--- config.mk ---
export PLATFORM = sky130hd
export DESIGN_NAME = exc_ctrl_flat
export DESIGN_NICKNAME = d
export VERILOG_FILES = /design/src/rtl/exc_if.sv /design/src/rtl/exc_ctrl.sv /design/src/flat_wrapper.sv
export SDC_FILE = /design/constraint.sdc
export NUM_CORES = 1
export LEC_CHECK = 0
export BUFFER_PORTS_ARGS = -buffer_cell sky130_fd_sc_hd__buf_2
export CORE_MARGIN = 2
export CORE_UTILIZATION = 45
export CTS_BUF_LIST = sky130_fd_sc_hd__clkbuf_8
export DETAILED_ROUTE_END_ITERATION = 6
export MAX_ROUTING_LAYER = met4
export PLACE_DENSITY = 0.76
export RECOVER_POWER = 100
export SLEW_MARGIN = 20
export SYNTH_ARGS = -nofsm -noshare
export SYNTH_HDL_FRONTEND = slang
export SYNTH_SLANG_ARGS = --single-unit
--- constraint.sdc ---
create_clock -name clk -period 3 [get_ports clk]
set_input_delay 0.6 -clock clk [delete_from_list [all_inputs] [get_ports clk]]
set_output_delay 0.6 -clock clk [all_outputs]
set_load 0.01 [all_outputs]
--- src/rtl/exc_if.sv ---
// Bundle between the pipeline and the exception controller.
// master = pipeline side, slave = exc_ctrl side.
interface exc_if;
   logic        alu_ov;
   logic        ov_valid;
   logic [31:0] pc_alu;
   logic [31:0] pc_next;
   logic [5:0]  int_req;
   logic        eret;
   logic        cp0_we;
   logic [4:0]  cp0_addr;
   logic [31:0] cp0_wdata;
   logic [31:0] cp0_rdata;
   logic        ov_kill;
   logic        exc_flush;
   logic        redirect;
   logic [31:0] redirect_pc;
   logic        in_handler;

   modport master (
      output alu_ov, ov_valid, pc_alu, pc_next, int_req, eret, cp0_we, cp0_addr, cp0_wdata,
      input  cp0_rdata, ov_kill, exc_flush, redirect, redirect_pc, in_handler
   );

   modport slave (
      input  alu_ov, ov_valid, pc_alu, pc_next, int_req, eret, cp0_we, cp0_addr, cp0_wdata,
      output cp0_rdata, ov_kill, exc_flush, redirect, redirect_pc, in_handler
   );
endinterface

--- src/rtl/exc_ctrl.sv ---
// Exception/interrupt controller with CP0 Status/Cause/EPC.
// Overflow trapping is built only when OV_TRAP_EN is defined.
module exc_ctrl #(
   parameter logic [31:0] EXC_VECTOR = 32'h0000_0008,
   parameter logic [4:0]  EXC_OV     = 5'd12,
   parameter logic [4:0]  EXC_INT    = 5'd0
) (
   input  logic  clk,
   input  logic  reset,
   exc_if.slave  io_exc
);

   typedef enum logic [2:0] {StRun, StFlush, StRedirect, StHandler, StReturn} state_e;

   state_e      r_state;
   logic [5:0]  r_im;
   logic [5:0]  r_ip;
   logic        r_exl;
   logic        r_ie;
   logic        r_ovl;
   logic [4:0]  r_exc_code;
   logic [31:0] r_epc;
   logic        r_exc_flush;
   logic        r_redirect;
   logic [31:0] r_redirect_pc;

   logic        w_ov_hit;
   logic        w_run;
   logic        w_ov_trap;
   logic        w_int_trap;
   logic        w_wr_status;
   logic        w_wr_cause;
   logic        w_wr_epc;
   logic [31:0] w_epc_mtc;

`ifdef OV_TRAP_EN
   assign w_ov_hit = io_exc.ov_valid & io_exc.alu_ov;
`else
   logic w_unused_ov;
   assign w_ov_hit    = 1'b0;
   assign w_unused_ov = io_exc.ov_valid ^ io_exc.alu_ov;
`endif

   // reset gating keeps ov_kill low while held in reset
   assign w_run      = (r_state == StRun) & reset;
   assign w_ov_trap  = w_ov_hit & w_run & ~r_exl;
   assign w_int_trap = r_ie & ~r_exl & (|(io_exc.int_req & r_im)) & w_run;

   assign w_wr_status = io_exc.cp0_we & (io_exc.cp0_addr == 5'd12);
   assign w_wr_cause  = io_exc.cp0_we & (io_exc.cp0_addr == 5'd13);
   assign w_wr_epc    = io_exc.cp0_we & (io_exc.cp0_addr == 5'd14);
   assign w_epc_mtc   = w_wr_epc ? io_exc.cp0_wdata : r_epc;

   always_ff @(posedge clk or negedge reset) begin
      if (!reset) begin
         r_state       <= StRun;
         r_im          <= '0;
         r_ip          <= '0;
         r_exl         <= 1'b0;
         r_ie          <= 1'b0;
         r_ovl         <= 1'b0;
         r_exc_code    <= '0;
         r_epc         <= '0;
         r_exc_flush   <= 1'b0;
         r_redirect    <= 1'b0;
         r_redirect_pc <= '0;
      end else begin
         r_exc_flush <= 1'b0;
         r_redirect  <= 1'b0;
         r_ip        <= io_exc.int_req;
         r_epc       <= w_epc_mtc;
         if (w_wr_status) begin
            r_im  <= io_exc.cp0_wdata[15:10];
            r_exl <= io_exc.cp0_wdata[1];
            r_ie  <= io_exc.cp0_wdata[0];
         end
         if (w_wr_cause) begin
            r_ovl <= io_exc.cp0_wdata[30];
         end
         // later assignments below take priority over the MTC0 writes above
         case (r_state)
            StRun: begin
               if (w_ov_trap) begin
                  r_epc       <= io_exc.pc_alu;
                  r_exc_code  <= EXC_OV;
                  r_exl       <= 1'b1;
                  r_exc_flush <= 1'b1;
                  r_state     <= StFlush;
               end else if (w_int_trap) begin
                  r_epc       <= io_exc.pc_next;
                  r_exc_code  <= EXC_INT;
                  r_exl       <= 1'b1;
                  r_exc_flush <= 1'b1;
                  r_state     <= StFlush;
               end
            end
            StFlush: begin
               r_redirect    <= 1'b1;
               r_redirect_pc <= EXC_VECTOR;
               r_state       <= StRedirect;
            end
            StRedirect: begin
               r_state <= StHandler;
            end
            StHandler: begin
               if (w_ov_hit) begin
                  r_ovl <= 1'b1;
               end
               if (io_exc.eret) begin
                  r_exl         <= 1'b0;
                  r_redirect    <= 1'b1;
                  r_redirect_pc <= w_epc_mtc;
                  r_state       <= StReturn;
               end
            end
            StReturn: begin
               r_state <= StRun;
            end
            default: begin
               r_state <= StRun;
            end
         endcase
      end
   end

   always_comb begin
      io_exc.cp0_rdata = 32'h0;
      case (io_exc.cp0_addr)
         5'd12:   io_exc.cp0_rdata = {16'h0, r_im, 8'h0, r_exl, r_ie};
         5'd13:   io_exc.cp0_rdata = {1'b0, r_ovl, 14'h0, r_ip, 3'h0, r_exc_code, 2'h0};
         5'd14:   io_exc.cp0_rdata = r_epc;
         default: io_exc.cp0_rdata = 32'h0;
      endcase
   end

   assign io_exc.ov_kill     = w_ov_trap;
   assign io_exc.exc_flush   = r_exc_flush;
   assign io_exc.redirect    = r_redirect;
   assign io_exc.redirect_pc = r_redirect_pc;
   assign io_exc.in_handler  = r_exl;

endmodule

--- src/flat_wrapper.sv ---
// flat-port wrapper written by rule: the top's interface ports become plain ports
module exc_ctrl_flat 
#(
   parameter logic [31:0] EXC_VECTOR = 32'h0000_0008,
   parameter logic [4:0]  EXC_OV     = 5'd12,
   parameter logic [4:0]  EXC_INT    = 5'd0
)
  (clk, reset, io_exc_alu_ov, io_exc_ov_valid, io_exc_pc_alu, io_exc_pc_next, io_exc_int_req, io_exc_eret, io_exc_cp0_we, io_exc_cp0_addr, io_exc_cp0_wdata, io_exc_cp0_rdata, io_exc_ov_kill, io_exc_exc_flush, io_exc_redirect, io_exc_redirect_pc, io_exc_in_handler);
  exc_if io_exc_i ();
  input  logic clk;
  input  logic reset;
  input wire logic [$bits(io_exc_i.alu_ov)-1:0] io_exc_alu_ov;
  input wire logic [$bits(io_exc_i.ov_valid)-1:0] io_exc_ov_valid;
  input wire logic [$bits(io_exc_i.pc_alu)-1:0] io_exc_pc_alu;
  input wire logic [$bits(io_exc_i.pc_next)-1:0] io_exc_pc_next;
  input wire logic [$bits(io_exc_i.int_req)-1:0] io_exc_int_req;
  input wire logic [$bits(io_exc_i.eret)-1:0] io_exc_eret;
  input wire logic [$bits(io_exc_i.cp0_we)-1:0] io_exc_cp0_we;
  input wire logic [$bits(io_exc_i.cp0_addr)-1:0] io_exc_cp0_addr;
  input wire logic [$bits(io_exc_i.cp0_wdata)-1:0] io_exc_cp0_wdata;
  output wire logic [$bits(io_exc_i.cp0_rdata)-1:0] io_exc_cp0_rdata;
  output wire logic [$bits(io_exc_i.ov_kill)-1:0] io_exc_ov_kill;
  output wire logic [$bits(io_exc_i.exc_flush)-1:0] io_exc_exc_flush;
  output wire logic [$bits(io_exc_i.redirect)-1:0] io_exc_redirect;
  output wire logic [$bits(io_exc_i.redirect_pc)-1:0] io_exc_redirect_pc;
  output wire logic [$bits(io_exc_i.in_handler)-1:0] io_exc_in_handler;
  assign io_exc_i.alu_ov = io_exc_alu_ov;
  assign io_exc_i.ov_valid = io_exc_ov_valid;
  assign io_exc_i.pc_alu = io_exc_pc_alu;
  assign io_exc_i.pc_next = io_exc_pc_next;
  assign io_exc_i.int_req = io_exc_int_req;
  assign io_exc_i.eret = io_exc_eret;
  assign io_exc_i.cp0_we = io_exc_cp0_we;
  assign io_exc_i.cp0_addr = io_exc_cp0_addr;
  assign io_exc_i.cp0_wdata = io_exc_cp0_wdata;
  assign io_exc_cp0_rdata = io_exc_i.cp0_rdata;
  assign io_exc_ov_kill = io_exc_i.ov_kill;
  assign io_exc_exc_flush = io_exc_i.exc_flush;
  assign io_exc_redirect = io_exc_i.redirect;
  assign io_exc_redirect_pc = io_exc_i.redirect_pc;
  assign io_exc_in_handler = io_exc_i.in_handler;
  exc_ctrl #(.EXC_VECTOR(EXC_VECTOR), .EXC_OV(EXC_OV), .EXC_INT(EXC_INT)) u_core (.clk(clk), .reset(reset), .io_exc(io_exc_i));
endmodule
==> impl_metrics.toml, run 1 <==
[synthesis]
synthXorXnorAreaFrac_pct = 0
syn_nets = 455
synth_area_sq_um = 3830
seq_area_frac_synth_pct = 54.9
ys_ff_latch = 84
yosys_warnings = 0
ys_top_cells_by_count = "dfrtp_1 (84), mux2i_1 (65), nand2_1 (45), inv_1 (34), o21ai_1 (29)"
netlist-cell-type-count = 33
yosysTopAreaCellShare_pct = 54.9
synth_edf_count = 0
synthArstFlopShare_pct = 100
synth_area_per_cell_sq_um = 11.2
netlist_instances = 342
yosys.area_share.simple_pct = 10.8
synthTopCellsByArea = "dfrtp_1 (55%), mux2i_1 (17%), nand2_1 (4.4%), o21ai_1 (3.8%), and2_1 (3.8%)"
synth.most_common_cell = "dfrtp_1"
synth_fa_ha_area_share_pct = 0
synth_compound_area_share_pct = 7.55
yosysTopAreaCell = "dfrtp_1"
synth.area.mux_share_pct = 19.3
synth_top_family_by_area = "multiplexers"
synthFlopType = "dfrtp_1"

[clock_network]
post-cts-setup-buffer-count = 0
cts-htree-levels = 3
path_clk_slew_ns = 0.10
root_buffer = "clkbuf_8"
numCtsBuffers = 9
postCtsHoldBufs = 0
clockBufferDepth = 2
cts_tree = "done"
clkLatencyLatePin_ns = 0.35
cts_resized = 0
cts.sinks = 84

[layout]
fin_nets = 600
drive_gt1_share_pct = 23.6
num_antenna_cells = 0
area_growth_pct = 24.2
nFillCells = 754

[pwr]
powerDensity_nw_per_um2 = 784
cellLeakagePower_nw = 2.26
total_power_mw = 3.73
ir_worst_vdd_mv = 0.364

[worst_setup_path]
worstPathMaxFanout = 32
end_kind = "output pin"
r2r_start = "u_core.io_exc.in_handler$_DFF_PN0_"
cp.required_ns = 2.40
start_kind = "primary input"
crit_type = "in -> out"
cp.arrival_ns = 2.06
crit_start = "io_exc_cp0_addr[0]"

[floorplan]
row_count = 33
die_width_microns = 96.2
initial_core_util_pct = 46.6
die_y_microns = 96.2
io_pins = 181
core-area_sq_um = 8220
dieArea_sq_um = 9260

[place]
io_buffers = 145
dp_hpwl_mm = 6.57
gp_congestion = 0.786

[sta]
period_share_pct = 88.7
fin_setup_tns_ns = 0
finalCriticalPeriod_ns = 2.66
hold_viol_final = 0
rsz0062_at_grt = "false"
skew_ns = 0.0177
slew_viol_final = 85
relSlewSlack_pct = -36.1
worst-slew-pin-transition_ns = 2.04
final-setup-viol-count = 0
max_freq_ghz = 0.376

[drt]
drtIter0Drc = 88
firstDrtPassIters = 4
antenna_left = 0
wl_per_cell_microns = 15.5
num_vias = 2988
drt_wl_total_mm = 9.23
via_per_inst = 5.01
drc_errors = 0

[worst_hold_path]
min_from = "io_exc_int_req[0]"
hold_path.class = "in -> reg"

[global_route]
grt_pass1_vias = 2980
grt.busiest_layer = "met2"
grtUsageMet2_pct = 33.6
track_usage_pct = 21.1
grt_first_pass_wirelength_mm = 14.4
grt_util_met1_pct = 26.4
grt_overflow = 0
grtUsageMet3_pct = 4.93
antenna_found_initial = 0
grt_max_degree = 85

[outcome]
violations = "capacitance limit, slew limit"
outcome = "complete, but fails checks"

[run]
maxCapViolCount = 1
## where the power goes
group          total (mW)  switching [mW]  internal [mW]
clock               0.863           0.405          0.458
sequential           1.83           0.247           1.58
combinational        1.03           0.631          0.403
## critical path, cell delays in order
cell	delay [ns]
clkbuf_1	0.09
nand3b_1	0.18
nor3b_2	0.19
clkbuf_2	0.57
and2_1	0.22
clkbuf_1	0.17
## logic make-up after synthesis
kind of cell           after synthesis
other                                1
muxes                               73
buffers and inverters               53
and+or+nand+nor                     83
DFF                                 84
AOI/OAI and AO/OA                   48
## through the flow
stage	hold WS [ns]	std cells	area (sq um)	worst slack (ns)	utilization (%)
final	0.382	597	4760	0.340	57.9
after global placement	0.464	581	4630	0.656	56.4
after floorplan	0.304	342	3830	0.820	-
after CTS	0.355	597	4850	0.618	59.1
after global routing	0.364	597	4760	0.285	57.9
after detailed placement	0.470	581	4630	0.620	56.4
## registers in the layout (all words and copies together) (netlist names)
| register | flops |
|---|---|
| u_core.io_exc.redirect_pc | 32 |
| u_core.r_epc | 32 |
| u_core.r_im | 6 |
| u_core.r_ip | 6 |
| u_core.r_state | 3 |
| u_core.io_exc.exc_flush | 1 |
| u_core.io_exc.in_handler | 1 |
| u_core.io_exc.redirect | 1 |
| u_core.r_ie | 1 |
| u_core.r_ovl | 1 |
## worst paths after layout
kind                                                        endpoint  slack [ns]  cells after the start
max                                             io_exc_cp0_rdata[28]        0.34                      6
min                                         u_core.r_ip[0]$_DFF_PN0_        0.38                      1
max reg2reg                                u_core.r_epc[1]$_DFF_PN0_        0.53                      5
min reg2reg                u_core.io_exc.redirect_pc[25]$_DFFE_PN0P_        0.48                      2
max in group asynchronous  u_core.io_exc.redirect_pc[25]$_DFFE_PN0P_        0.77                      2
min in group asynchronous                   u_core.r_ip[4]$_DFF_PN0_        1.03                      2
## layout make-up
type,instances,area (sq um),share of cell area [%]
flip-flops and latches,84,2100,44.2
well taps,105,131,2.76
repair buffers,153,706,14.8
multi-input cells,205,1470,30.9
clock buffers,12,165,3.47
clock inverters,4,56.3,1.18
inverters,34,128,2.68
## cells in the final DEF (no fill, tap or decap), types with 2 or more instances in the layout
cell type	count
nand2_1	45
a22o_1	3
dfrtp_1	84
clkinv_4	3
a22oi_1	9
buf_2	84
nor2_1	2
o21ai_0	30
and2_0	8
clkbuf_1	63
buf_4	2
and2_1	15
inv_1	34
clkbuf_2	2
clkbuf_8	12
nand3_1	2
mux2_2	8
mux2i_1	65
nand3b_1	2
## routing by layer
| metal | vias to the layer above | share of wire [%] |
|---|---|---|
| met5 | - | 0 |
| met4 | 0 | 0.86 |
| met3 | 8 | 6.3 |
| met2 | 98 | 49 |
| met1 | 1455 | 44 |
| li1 | 1427 | - |
Note: power is estimated with default switching activity, not from simulation.
==> run 2, diff against run 1 <==
--- a/config.mk
+++ b/config.mk
@@ -6,12 +6,14 @@
 export NUM_CORES = 1
 export LEC_CHECK = 0
 export BUFFER_PORTS_ARGS = -buffer_cell sky130_fd_sc_hd__buf_2
+export CELL_PAD_IN_SITES_DETAIL_PLACEMENT = 1
+export CELL_PAD_IN_SITES_GLOBAL_PLACEMENT = 1
 export CORE_MARGIN = 2
-export CORE_UTILIZATION = 45
+export CORE_UTILIZATION = 38
 export CTS_BUF_LIST = sky130_fd_sc_hd__clkbuf_8
 export DETAILED_ROUTE_END_ITERATION = 6
 export MAX_ROUTING_LAYER = met4
-export PLACE_DENSITY = 0.76
+export PLACE_DENSITY_LB_ADDON = 0.1
 export RECOVER_POWER = 100
 export SLEW_MARGIN = 20
 export SYNTH_ARGS = -nofsm -noshare
==> run 2 against run 1 <==
The flow now finishes without violations. Utilization is 9.4 points lower. Sequential power barely moved. Sequential share of layout area up 0.16 points. Clock-buffer cell count fell by 2. Maximum frequency up 6.9%. Hold slack got worse by 0.0041 ns. Global-route usage shrank 0.96 points. Non-clock buffer count is the same. Final cell count grew 4.5%. Largest cell class unchanged. Largest power group unchanged.
==> impl_metrics.toml, run 2 (same netlist as run 1, synthesis figures left out) <==
[pwr]
powerDensity_nw_per_um2 = 753
power_report.internal_total_mw = 2.29
ir_worst_vdd_mv = 0.312
clkPwrFrac_pct = 19.4
combPwrFrac_pct = 29.5
cellLeakagePower_nw = 2.22
switching_share_pct = 35.7
total_power_mw = 3.57
p_switching_mw = 1.27
pwr-share-seq_pct = 51.1

[worst_setup_path]
rr_endpoint = "u_core.r_epc[30]$_DFF_PN0_"
cp.required_ns = 2.40
critical_path.slowest_cell = "buf_4"
cp.arrival_ns = 1.89
end_kind = "output pin"
r2r_setup_slack_ns = 0.65
crit_type = "in -> out"
cpPeakStageDelay_ns = 0.38
rr_worst_depth = 5
r2r_start = "u_core.io_exc.in_handler$_DFF_PN0_"
path_cells = "clkbuf_1 > nand3b_1 > nor3b_1 > buf_4 > a22o_1 > clkbuf_1"
cpMostUsedCell = "clkbuf_1"
worstPathMaxFanout = 32
start_kind = "primary input"

[worst_hold_path]
min_from = "io_exc_int_req[0]"
hold_depth = 1
holdPathEnd = "u_core.r_ip[0]$_DFF_PN0_"
hold_path.class = "in -> reg"

[drt]
num_vias = 2991
firstDrtPassIters = 4
drtIter0Drc = 65
drt_wl_total_mm = 10.3
met3_length_microns = 531
antenna_left = 0
wl_per_cell_microns = 16.4
wl_met1_mm = 4.54
via_per_inst = 4.79
drc_errors = 0
route.met2.wl_mm = 5.07
highest_layer = "met4"

[clock_network]
cts-htree-levels = 3
clockBufferDepth = 2
cts_resized = 0
path_clk_slew_ns = 0.08
post-cts-setup-buffer-count = 0
root_buffer = "clkbuf_8"
postCtsHoldBufs = 0
cts.sinks = 84
cts_tree = "done"
numCtsBuffers = 9
clkLatencyLatePin_ns = 0.35

[global_route]
grt_pass1_vias = 3249
antenna_found_initial = 1
track_usage_pct = 20.1
grt_first_pass_wirelength_mm = 16.6
grt_max_degree = 64
grt_overflow = 0

[sta]
final-setup-viol-count = 0
max_freq_ghz = 0.402
fin_setup_tns_ns = 0
rsz0062_at_grt = "false"
slew_viol_final = 0
period_share_pct = 83.0
skew_ns = 0.0101
relSlewSlack_pct = 10.2
hold_viol_final = 0
finalCriticalPeriod_ns = 2.49
worst-slew-pin-transition_ns = 1.35

[place]
io_buffers = 145
gp_congestion = 0.757
place_area_sq_um = 4680
dp_hpwl_mm = 7.19

[run]
maxCapViolCount = 0

[layout]
final_common_cell = "dfrtp_1"
fin_nets = 600
drive_gt1_share_pct = 22.4
area_growth_pct = 23.8
layout_common_cells = "dfrtp_1 (84), buf_2 (81), clkbuf_1 (67)"
nFillCells = 1194
design_area_sq_um = 4740

[floorplan]
dieArea_sq_um = 10900
core-area_sq_um = 9770
initial_core_util_pct = 39.2
die_width_microns = 104
io_pins = 181
row_count = 36
die_y_microns = 104

[outcome]
outcome = "complete, no violations"
## run 2: worst max-delay path by stage
stage                        from                                   endpoint  slack, ns  cells past startpoint
2_1_floorplan  io_exc_cp0_addr[0]                        io_exc_cp0_rdata[0]       0.82                      4
3_3_place_gp   io_exc_cp0_addr[0]                        io_exc_cp0_rdata[0]       0.61                      6
3_5_place_dp   io_exc_cp0_addr[0]                       io_exc_cp0_rdata[30]       0.57                      6
4_1_cts        io_exc_cp0_addr[0]                       io_exc_cp0_rdata[30]       0.57                      6
5_1_grt                     reset  u_core.io_exc.redirect_pc[15]$_DFFE_PN0P_       0.35                      3
6_report       io_exc_cp0_addr[0]                       io_exc_cp0_rdata[30]       0.51                      6
## run 2: final cells by class
cell class | instances | area [sq um] | share of cell area (%)
sequential | 84 | 2100 | 44.4
multi-input combinational | 205 | 1470 | 30.9
timing repair buffer | 153 | 719 | 15.2
tap | 133 | 166 | 3.51
clock buffer | 10 | 138 | 2.90
inverter | 34 | 128 | 2.69
clock inverter | 4 | 18.8 | 0.396
antenna | 1 | 2.50 | 0.0528
## run 2: layer usage
metal	up-vias	global-route usage [%]
met1	1472	24.7
met3	10	4.01
met2	82	33.4
met4	0	6.37
met5	-	-
li1	1427	-
## run 2: stage by stage
step	hold slack (ns)	worst slack [ns]	utilization (%)	std cells
after floorplan	0.304	0.820	-	342
after global placement	0.465	0.609	47.9	609
after detailed placement	0.472	0.570	47.9	609
after CTS	0.231	0.570	49.5	623
after global routing	0.352	0.349	48.5	624
final	0.378	0.511	48.5	624
## run 2: power by group through the flow
| stage | logic (mW) | registers [mW] | clock network (mW) |
|---|---|---|---|
| global route | 1.20 | 1.88 | 0.771 |
| detailed placement | 1.18 | 1.84 | 0 |
| CTS | 1.18 | 1.82 | 0.716 |
| finish | 1.05 | 1.82 | 0.692 |
| global placement | 1.13 | 1.81 | 0 |
| floorplan | 0.602 | 1.89 | 0 |
## run 2: critical path: cells and delay by family
family	cells	cell delay, ns
compound gates	1	0.21
buf+inv	3	0.66
simple gates	2	0.41
==> run 3, diff against run 2 <==
--- a/config.mk
+++ b/config.mk
@@ -9,7 +9,7 @@
 export CELL_PAD_IN_SITES_DETAIL_PLACEMENT = 1
 export CELL_PAD_IN_SITES_GLOBAL_PLACEMENT = 1
 export CORE_MARGIN = 2
-export CORE_UTILIZATION = 38
+export CORE_UTILIZATION = 36
 export CTS_BUF_LIST = sky130_fd_sc_hd__clkbuf_8
 export DETAILED_ROUTE_END_ITERATION = 6
 export MAX_ROUTING_LAYER = met4
==> constraint.sdc (replaced) <==
create_clock -name clk -period 2.3 [get_ports clk]
set_input_delay 0.46 -clock clk [delete_from_list [all_inputs] [get_ports clk]]
set_output_delay 0.46 -clock clk [all_outputs]
set_load 0.01 [all_outputs]
==> run 3 against run 2 <==
Clock skew about the same. Combinational power up 31%. Via count down 0.20%. First-iteration DRC count up 6.2%. Critical path depth unchanged.
==> impl_metrics.toml, run 3 (same netlist as run 1, synthesis figures left out) <==
[worst_setup_path]
critical_path.slowest_cell = "clkbuf_2"
cp.required_ns = 1.84
start_kind = "primary input"
crit_buf_inv = 3
r2r_setup_slack_ns = 0.32
r2r_start = "u_core.r_state[2]$_DFFE_PN0P_"
rr_worst_depth = 5
end_kind = "output pin"
worstPathMaxFanout = 13
cpPeakStageDelay_ns = 0.31
cp_top_family = "simple AND/OR/NAND/NOR gates"
path_cells = "clkbuf_1 > nand3b_1 > nor3b_2 > clkbuf_2 > and2_1 > clkbuf_1"
rr_endpoint = "u_core.r_epc[30]$_DFF_PN0_"
crit_type = "in -> out"
cpMostUsedCell = "clkbuf_1"
cp.arrival_ns = 1.59

[drt]
firstDrtPassIters = 4
drc_errors = 0
drt_wl_total_mm = 10.4
antenna_left = 0
num_vias = 2985
wl_per_cell_microns = 16.4
via_per_inst = 4.72
drtIter0Drc = 69

[global_route]
grt_overflow = 0
grt_pass1_vias = 3242
antenna_found_initial = 0
grt_max_degree = 53
track_usage_pct = 19.5
grt_first_pass_wirelength_mm = 16.7

[sta]
skew_ns = 0.0100
fin_setup_tns_ns = 0
finalCriticalPeriod_ns = 2.05
rsz0062_at_grt = "false"
final-setup-viol-count = 0
max_freq_ghz = 0.487
hold_viol_final = 0
period_share_pct = 89.2
relSlewSlack_pct = 14.9
slew_viol_final = 0
worst-slew-pin-transition_ns = 1.28

[floorplan]
die_width_microns = 107
row_count = 37
die_y_microns = 107
io_pins = 181
initial_core_util_pct = 37.1
core-area_sq_um = 10300
dieArea_sq_um = 11500

[outcome]
outcome = "complete, no violations"

[clock_network]
cts-htree-levels = 3
cts_tree = "done"
path_clk_slew_ns = 0.07
post-cts-setup-buffer-count = 0
clkLatencyLatePin_ns = 0.35
root_buffer = "clkbuf_8"
cts_resized = 0
cts.sinks = 84
numCtsBuffers = 9
postCtsHoldBufs = 0
clockBufferDepth = 2

[place]
gp_congestion = 0.712
dp_hpwl_mm = 7.51
io_buffers = 145

[layout]
drive_gt1_share_pct = 23.9
fin_nets = 605
final_common_cell = "buf_2"
area_growth_pct = 25.1
layout_common_cells = "buf_2 (85), dfrtp_1 (84), mux2i_1 (65)"
num_antenna_cells = 0

[pwr]
ir_worst_vdd_mv = 0.400
powerDensity_nw_per_um2 = 1010
cellLeakagePower_nw = 2.29
total_power_mw = 4.83

[run]
maxCapViolCount = 0

[worst_hold_path]
hold_path.class = "in -> async"
[run 3: changes by cell type in the layout (fill, tap and decap cells not counted), moves of 3 or more]
cell and delta:
inv_1 +3, clkbuf_2 +5, clkbuf_1 -5, buf_4 +3
buf_2 +4, clkinv_2 -3
[run 3: through the flow]
| step | utilization (%) | hold WS, ns | instance area [sq um] | setup slack (ns) | std cells |
|---|---|---|---|---|---|
| after floorplan | - | 0.164 | 3830 | 0.400 | 342 |
| after global placement | 45.8 | 0.461 | 4730 | 0.297 | 617 |
| after detailed placement | 45.8 | 0.471 | 4730 | 0.252 | 617 |
| after CTS | 47.8 | 0.164 | 4930 | 0.258 | 633 |
| after global routing | 46.4 | 0.215 | 4790 | 0.0818 | 633 |
| final | 46.4 | 0.226 | 4790 | 0.248 | 633 |
[run 3: final cells by class]
class / count / area, sq um
Clock buffer: 11 / 151
Clock inverter: 5 / 45.0
Fill cell: 1245 / 5530
Inverter: 34 / 128
Multi-Input combinational cell: 205 / 1450
Sequential cell: 84 / 2100
Tap cell: 136 / 170
Timing Repair Buffer: 158 / 741
[run 3: power breakdown]
group	total (mW)	internal [mW]	switching (mW)
sequential	2.38	2.06	0.314
clock	1.06	0.548	0.516
combinational	1.38	0.539	0.844
total	4.83	3.15	1.67
[run 3: how the worst max path moves through the flow]
| stage | to | cells after the start | start |
|---|---|---|---|
| after floorplan | io_exc_cp0_rdata[0] | 4 | io_exc_cp0_addr[0] |
| after global placement | io_exc_cp0_rdata[30] | 6 | io_exc_cp0_addr[0] |
| after detailed placement | io_exc_cp0_rdata[30] | 6 | io_exc_cp0_addr[0] |
| after CTS | io_exc_cp0_rdata[30] | 6 | io_exc_cp0_addr[0] |
| after global routing | io_exc_cp0_rdata[7] | 6 | io_exc_cp0_addr[0] |
| final | io_exc_cp0_rdata[9] | 6 | io_exc_cp0_addr[0] |
[run 3: worst reg2reg max path: cells and delay by family (launching register included)]
family                 cells  cell delay (ns)
buffers and inverters      1             0.47
flip-flops                 1             0.42
AND/OR/NAND/NOR            2             0.40
AO/OA/AOI/OAI              1             0.35
multiplexers               1             0.26
[run 3: metal layers]
layer | vias to the layer above | wire, microns | track usage (%)
met5 | - | 0 | -
met4 | 0 | 98 | 6.22
met3 | 9 | 628 | 4.26
met2 | 89 | 5000 | 31.3
met1 | 1447 | 4650 | 24.5
li1 | 1440 | - | -
